==> src/rtl/uart_pkg.sv <==
// Shared UART receiver types and constants.
package uart_pkg;
  typedef enum logic [1:0] {IDLE, START, DATA, STOP} rx_state_e;
  localparam int OVERSAMPLE = 16;
  localparam int DATA_BITS  = 8;

  function automatic int calc_div(input int clk_freq, input int baud);
    return clk_freq / (baud * OVERSAMPLE);
  endfunction
endpackage

==> src/rtl/uart_rx_if.sv <==
// Serial input and byte-output bundle of the UART receiver.
interface uart_rx_if;
  logic       rx;
  logic [7:0] dout;
  logic       rx_done;
  logic       frame_err;

  modport master (input rx, output dout, rx_done, frame_err);
  modport slave  (output rx, input dout, rx_done, frame_err);
endinterface

==> src/rtl/uart_baud_tick.sv <==
// Free-running divider producing a one-cycle tick every DIV clocks.
module uart_baud_tick #(
  parameter int DIV = 54
) (
  input  logic clk,
  input  logic rst_n,
  output logic tick
);
  localparam int W = (DIV > 1) ? $clog2(DIV) : 1;

  logic [W-1:0] cnt;

  always_ff @(posedge clk) begin
    if (!rst_n) begin
      cnt  <= '0;
      tick <= 1'b0;
    end else begin
      tick <= (cnt == W'(DIV - 1));
      cnt  <= (cnt == W'(DIV - 1)) ? '0 : cnt + 1'b1;
    end
  end
endmodule

==> src/rtl/uart_rx.sv <==
// 8N1 UART receiver, 16x oversampled, mid-bit sampling with start-glitch reject.
module uart_rx
  import uart_pkg::*;
#(
  parameter int CLK_FREQ = 100_000_000,
  parameter int BAUD     = 115_200
) (
  input  logic     clk,
  input  logic     rst_n,
  uart_rx_if.master bus
);
  localparam int DIV = calc_div(CLK_FREQ, BAUD);

  logic       rx_meta, rx_s;
  logic       tick;
  rx_state_e  state;
  logic [3:0] tick_cnt;
  logic [2:0] bit_cnt;
  logic [7:0] shreg;

  uart_baud_tick #(.DIV(DIV)) u_tick (.clk(clk), .rst_n(rst_n), .tick(tick));

  // Synchronizer resets to the idle level so reset never looks like a start bit.
  always_ff @(posedge clk) begin
    if (!rst_n) begin
      rx_meta <= 1'b1;
      rx_s    <= 1'b1;
    end else begin
      rx_meta <= bus.rx;
      rx_s    <= rx_meta;
    end
  end

  always_ff @(posedge clk) begin
    if (!rst_n) begin
      state         <= IDLE;
      tick_cnt      <= '0;
      bit_cnt       <= '0;
      shreg         <= '0;
      bus.dout      <= '0;
      bus.rx_done   <= 1'b0;
      bus.frame_err <= 1'b0;
    end else begin
      bus.rx_done   <= 1'b0;
      bus.frame_err <= 1'b0;
      if (tick) begin
        case (state)
          IDLE: if (!rx_s) begin
            state    <= START;
            tick_cnt <= '0;
          end
          START: if (tick_cnt == 4'd7) begin
            state    <= rx_s ? IDLE : DATA;
            tick_cnt <= '0;
            bit_cnt  <= '0;
          end else begin
            tick_cnt <= tick_cnt + 1'b1;
          end
          DATA: if (tick_cnt == 4'(OVERSAMPLE - 1)) begin
            tick_cnt <= '0;
            shreg    <= {rx_s, shreg[7:1]};
            if (bit_cnt == 3'(DATA_BITS - 1)) state <= STOP;
            else bit_cnt <= bit_cnt + 1'b1;
          end else begin
            tick_cnt <= tick_cnt + 1'b1;
          end
          STOP: if (tick_cnt == 4'(OVERSAMPLE - 1)) begin
            tick_cnt <= '0;
            state    <= IDLE;
            if (rx_s) begin
              bus.dout    <= shreg;
              bus.rx_done <= 1'b1;
            end else begin
              bus.frame_err <= 1'b1;
            end
          end else begin
            tick_cnt <= tick_cnt + 1'b1;
          end
          default: state <= IDLE;
        endcase
      end
    end
  end
endmodule

==> src/flat_wrapper.sv <==
// flat-port wrapper written by rule: the top's interface ports become plain ports
module uart_rx_flat import uart_pkg::*;
#(
  parameter int CLK_FREQ = 100_000_000,
  parameter int BAUD     = 115_200
)
  (clk, rst_n, bus_rx, bus_dout, bus_rx_done, bus_frame_err);
  uart_rx_if bus_i ();
  input  logic clk;
  input  logic rst_n;
  input wire logic [$bits(bus_i.rx)-1:0] bus_rx;
  output wire logic [$bits(bus_i.dout)-1:0] bus_dout;
  output wire logic [$bits(bus_i.rx_done)-1:0] bus_rx_done;
  output wire logic [$bits(bus_i.frame_err)-1:0] bus_frame_err;
  assign bus_i.rx = bus_rx;
  assign bus_dout = bus_i.dout;
  assign bus_rx_done = bus_i.rx_done;
  assign bus_frame_err = bus_i.frame_err;
  uart_rx #(.CLK_FREQ(CLK_FREQ), .BAUD(BAUD)) u_core (.clk(clk), .rst_n(rst_n), .bus(bus_i));
endmodule
==> config.mk <==
export PLATFORM = sky130hd
export DESIGN_NAME = uart_rx_flat
export DESIGN_NICKNAME = d
export VERILOG_FILES = /design/src/rtl/uart_pkg.sv /design/src/rtl/uart_rx_if.sv /design/src/rtl/uart_baud_tick.sv /design/src/rtl/uart_rx.sv /design/src/flat_wrapper.sv
export SDC_FILE = /design/constraint.sdc
export NUM_CORES = 1
export LEC_CHECK = 0
export CAP_MARGIN = 20
export CORE_ASPECT_RATIO = 0.6
export CORE_UTILIZATION = 55
export DETAILED_ROUTE_END_ITERATION = 7
export DONT_BUFFER_PORTS = 1
export PLACE_DENSITY = 0.7
export SLEW_MARGIN = 15
export SYNTH_ARGS = -nofsm -noshare
export SYNTH_HDL_FRONTEND = slang
export SYNTH_SLANG_ARGS = --single-unit
==> constraint.sdc <==
create_clock -name clk -period 4.5 [get_ports clk]
set_input_delay 0.45 -clock clk [delete_from_list [all_inputs] [get_ports clk]]
set_output_delay 0.45 -clock clk [all_outputs]
set_load 0.05 [all_outputs]
=== Word level (Yosys, flattened, before mapping) ===
Cells that the tools add are included.

* Register bits: 36
* Output and inout bits: 10
* Logic and storage cells: 55

* Add/sub/neg operators: 3
* Eq/ne operators: 13
* Multiplexer cells: 17
* Bitwise operators: 1
* Reductions and logical operators: 10

{| class="wikitable"
|+ Operators with widths
! operator !! number
|-
| 2-bit two-way mux || 6
|-
| 4-bit two-way mux || 3
|-
| 4-bit one-hot mux with 3 select lines || 1
|-
| 3-bit two-way mux || 3
|-
| 2-bit by 1-bit inequality test with 1-bit output, second input constant || 4
|-
| 2-bit one-hot mux with 4 select lines || 1
|-
| 4-bit AND reduction || 2
|-
| 6-bit by 1-bit adder with 6-bit output, second input constant || 1
|-
| 6-bit == test, second input constant || 1
|-
| 3-bit one-hot mux with 2 select lines || 1
|-
| 6-bit AND reduction || 1
|-
| 5-bit AND reduction || 1
|-
| 4-bit by 1-bit adder with 4-bit output, second input constant || 1
|-
| 2-bit == test, second input constant || 2
|-
| 4-bit by 3-bit == test with 1-bit output, second input constant || 1
|-
| 4-bit == test, second input constant || 1
|-
| 2-bit inequality test, second input constant || 2
|-
| 2-bit OR reduction || 2
|-
| 3-bit by 1-bit adder with 3-bit output, second input constant || 1
|-
| 3-bit == test, second input constant || 1
|-
| 3-bit AND reduction || 1
|-
| 2-bit by 1-bit == test with 1-bit output, second input constant || 1
|-
| 2-bit logical NOT || 1
|-
| 1-bit two-way mux || 2
|-
| 3 further kinds || 3
|}

=== Longest topological paths before layout ===
* Depth in word-level cells: 4
* Depth in mapped cells: 6
* Depth with buffers taken out: 6

=== Modules after synthesis ===
Synthesis repeated with hierarchy kept, for this count alone.

* Cells, all modules: 162
* Area total of the unflattened synthesis: 1524.0 um2

{| class="wikitable"
|+ By module, submodules not included
! module !! instances !! cells an instance !! area each (um2) !! seq. area each (um2)
|-
| uart_rx || 1 || 134 || 1252.5 || 580.6
|-
| uart_baud_tick || 1 || 28 || 271.5 || 140.1
|}

=== Worst setup path before layout ===
Ideal clock, no wire load.

* Path type: register -> register
* Start: reg u_core.tick_cnt[0]
* End: reg u_core.bus.dout[0]
* Data arrival time: 1481 ps
* Required time: 4372 ps
* Slack: 2891 ps
* Cell stages (with the launch flop): 6
* Path buffers: 0
* Period minus slack after synthesis: 1609 ps
* Cell sequence: dfxtp_1 ha_1 nand4_4 nor3_4 mux2i_1 nor2_1

* Word-level cells in the longest chain between the ends: 2

{| class="wikitable"
|+ Ends and longest elaborated chain
! element !! RTL line !! RTL
|-
| start, declared || uart_rx.sv:17 || <nowiki>logic [3:0] tick_cnt;</nowiki>
|-
| start signal, assigned || uart_rx.sv:57 || <nowiki>tick_cnt <= tick_cnt + 1'b1;</nowiki>
|-
| start signal, assigned || uart_rx.sv:65 || <nowiki>tick_cnt <= tick_cnt + 1'b1;</nowiki>
|-
| start signal, assigned || uart_rx.sv:77 || <nowiki>tick_cnt <= tick_cnt + 1'b1;</nowiki>
|-
| 4-bit == test || uart_rx.sv:67 || <nowiki>STOP: if (tick_cnt == 4'(OVERSAMPLE - 1)) begin</nowiki>
|-
| 4-bit AND reduction (no source line) || n/a ||
|-
| end signal, assigned || uart_rx.sv:71 || <nowiki>bus.dout <= shreg;</nowiki>
|-
| end, declared || uart_rx_if.sv:8 || <nowiki>modport master (input rx, output dout, rx_done, frame_err);</nowiki>
|}

No other way between the ends.
A chain may end at the register's enable or synchronous reset.

=== Worst setup path after layout ===
* Start: reg u_core.tick_cnt[0]
* End: reg u_core.bus.dout[4]

The elaborated chain is that of the path after synthesis.

==> flow_metrics.py <==
metrics = {
    "min_path": {
        "hold_class": "primary input to register",
        "hold_depth": 1,
    },
    "outcome": {
        "status": "finished clean",
    },
    "clock_tree": {
        "root_buffer": "clkbuf_8",
        "cts_tree": "yes",
        "clk_latency_ns": 0.28,
        "path_clk_slew_ns": 0.07,
        "post_cts_buffers": 0,
        "clk_path_buf_depth": 2,
        "cts_resized": 0,
        "cts_made_buffers": 5,
        "hold_buffers": 0,
        "cts_sinks": 36,
        "htreeDepth": 2,
    },
    "cells_and_area": {
        "antennaDiodeCount": 0,
        "n_fill_cell": 212,
        "nets": 164,
        "area_growth_pct": 8.95,
        "multi_input_area_um2": 721,
        "drive_above_1_share_pct": 7.01,
        "seqCellArea_um2": 721,
    },
    "drt": {
        "remaining_drc_errors": 0,
        "first_iter_violations": 78,
        "first_pass_iters": 4,
        "viasPerCell": 5.43,
        "wirelength_mm": 2.52,
        "wl_per_cell_um": 13.3,
        "final_antenna_net_count": 0,
        "vias": 1027,
    },
    "power": {
        "seqPwrFrac_pct": 50.7,
        "sw_frac_of_total_pct": 18.7,
        "power_w": 0.000640,
        "p_sw_w": 0.000120,
        "ir_drop_mv": 0.253,
        "clockPowerShare_pct": 47.7,
        "intPower_w": 0.000520,
        "powerDensity_nw_per_um2": 392,
        "p_leak_nw": 0.612,
        "p_comb_share_pct": 1.6,
    },
    "critical_path": {
        "critPathSlowestCell": "nor3_4",
        "worst-path-buf-inv": 0,
        "crit_chain": "ha_1 > nand4_4 > nor3_4 > mux2i_1 > nor2_1",
        "crit_cells": 5,
        "reg2reg_depth": 5,
        "path_max_fanout": 8,
        "critical_path_arrival_ns": 2.01,
        "crit_family": "simple AND/OR/NAND/NOR gates",
        "path_class": "register to register",
        "cpPeakStageDelay_ns": 0.51,
        "cp.required_ns": 4.65,
        "cp-start-kind": "register",
        "end_kind": "register",
    },
    "timing": {
        "fin_crit_sh_pct": 41.3,
        "worst_clock_skew_ns": 0.00499,
        "setup-violations-final": 0,
        "final.setup.tns_ns": 0,
        "fmax_ghz": 0.538,
        "period_minus_slack_ns": 1.86,
        "drv_slew": 0,
        "max-slew-margin-rel_pct": 52.7,
        "hold_viol_final": 0,
        "rsz0062_at_grt": "no",
        "worst_slew_pin_slew_ns": 0.705,
    },
    "logic_synthesis": {
        "avgSynthCellArea_um2": 9.59,
        "syn_inst": 156,
        "synthFlopType": "dfxtp_1",
        "yosysMostFrequentCell": "dfxtp_1",
        "synth_cell_type_count": 32,
        "syn_nets": 164,
        "ys_ff_latch": 36,
        "seq_area_frac_synth_pct": 48.2,
        "netlist_area_um2": 1500,
        "async_reset_ff_share_pct": 0,
        "synth_largest_area_cell": "dfxtp_1",
        "synth_top_area_share_pct": 48.2,
        "synth_edf_count": 0,
        "ys_top_cells_by_area": "dfxtp_1 48%, mux2i_1 15%, nor2_1 8.3%",
        "synth_commonest_cells": "36 x dfxtp_1, 33 x nor2_1, 22 x mux2i_1",
        "synth_warnings": 0,
    },
    "placement": {
        "place.port_buffers": 0,
        "place.gp.congestion": 0.766,
        "dp_hpwl_mm": 1.79,
    },
    "floorplan": {
        "die_w_um": 69.3,
        "io_pins": 13,
        "die_y_um": 42.4,
        "start_util_pct": 58.9,
        "die_area_um2": 2940,
        "coreArea_um2": 2540,
        "rows": 14,
    },
    "global_routing": {
        "grt-ovfl-total": 0,
        "grt_antenna_before_repair": 0,
        "grt_pass1_vias": 952,
        "grt_max_degree": 27,
        "grt_pass1_wl_mm": 4.32,
        "grt_use_total_pct": 19.0,
    },
    "flow_run": {
        "drv_cap": 0,
    },
}
==> placed cells by master, fill, tap and decap left out, drive strengths merged <==
master   instances
o2111ai          1
nor3b            1
xor2             2
nor2            34
clkinv           1
nand2b           3
nor4             2
a31oi            2
ha               5
mux2i           22
xnor2            3
o21ai            2
nor4bb           1
nand4            2
clkbuf           7
a2111oi          1
and3             2
nand3            5
a21boi           1
nor3             1
o211ai           1
bufinv           1
inv              5
nand2           10
nor2b            1
o21a             1
dfxtp           36
o31ai            1
a21oi            3
==> flip-flops by register name, indices dropped and copies added, names as in the netlist, named ones only <==
name	flops
u_core.tick_cnt	4
u_core.bus.dout	8
u_core.rx_s	1
u_core.bus.frame_err	1
u_core.bit_cnt	3
u_core.u_tick.tick	1
u_core.rx_meta	1
u_core.u_tick.cnt	6
u_core.bus.rx_done	1
u_core.state	1
u_core.shreg	8
==> path summary, 6_finish.rpt <==
kind / start / end / slack (ns)
max: u_core.tick_cnt[0]$_SDFFE_PN0P_ / u_core.bus.dout[4]$_SDFFE_PN0P_ / 2.64
max reg2reg: u_core.tick_cnt[0]$_SDFFE_PN0P_ / u_core.bus.dout[4]$_SDFFE_PN0P_ / 2.64
min reg2reg: u_core.rx_meta$_SDFF_PN1_ / u_core.rx_s$_SDFF_PN1_ / 0.41
min: rst_n / u_core.rx_meta$_SDFF_PN1_ / 0.24
==> stage by stage <==
| stage | hold slack (ns) | cells | util, % | instance area [µm²] | setup WS, ns |
|---|---|---|---|---|---|
| after floorplan | 0.386 | 156 | - | 1500 | 2.89 |
| after global placement | 0.390 | 181 | 59.2 | 1500 | 2.73 |
| after global routing | 0.225 | 189 | 64.2 | 1630 | 2.52 |
| final | 0.239 | 189 | 64.2 | 1630 | 2.64 |
| after detailed placement | 0.392 | 181 | 59.2 | 1500 | 2.65 |
| after CTS | 0.232 | 189 | 64.2 | 1630 | 2.63 |
==> worst reg2reg max path: stages (launching register included) <==
cell and delay, ns:
dfxtp_1 0.37, ha_1 0.33, nand4_4 0.19, nor3_4 0.51
mux2i_1 0.27, nor2_1 0.06
==> power by group through the flow <==
stage	Clock [W]	Combinational (W)	Sequential, W
6_report	0.000305	0.0000101	0.000324
3_3_place_gp	0	0.00000997	0.000331
4_1_cts	0.000313	0.0000101	0.000324
2_1_floorplan	0	0.00000857	0.000331
3_5_place_dp	0	0.0000101	0.000332
5_1_grt	0.000329	0.0000114	0.000325
==> layer usage <==
metal / global-route usage [%] / share of wire, %
met5: 0 / 0
met1: 25.0 / 52
met4: 6.12 / 0
met3: 6.73 / 5.3
met2: 29.1 / 42
==> kinds of logic after synthesis <==
logic type	Yosys count	share of synthesized area (%)
DFF	36	48.2
buffers and inverters	13	3.68
xor gates and xnor gates	5	2.93
and+or+nand+nor	62	20.7
AOI/OAI and AO/OA	13	5.69
adders and majority gates	5	4.18
muxes	22	14.7
==> cell type report <==
type / instances / area share (%)
clock buffers: 7 / 5.91
inverters: 6 / 1.38
clock inverters: 1 / 1.84
well taps: 32 / 2.46
flip-flops and latches: 36 / 44.2
multi-input cells: 107 / 44.2
(Power assumes the default switching activity.)
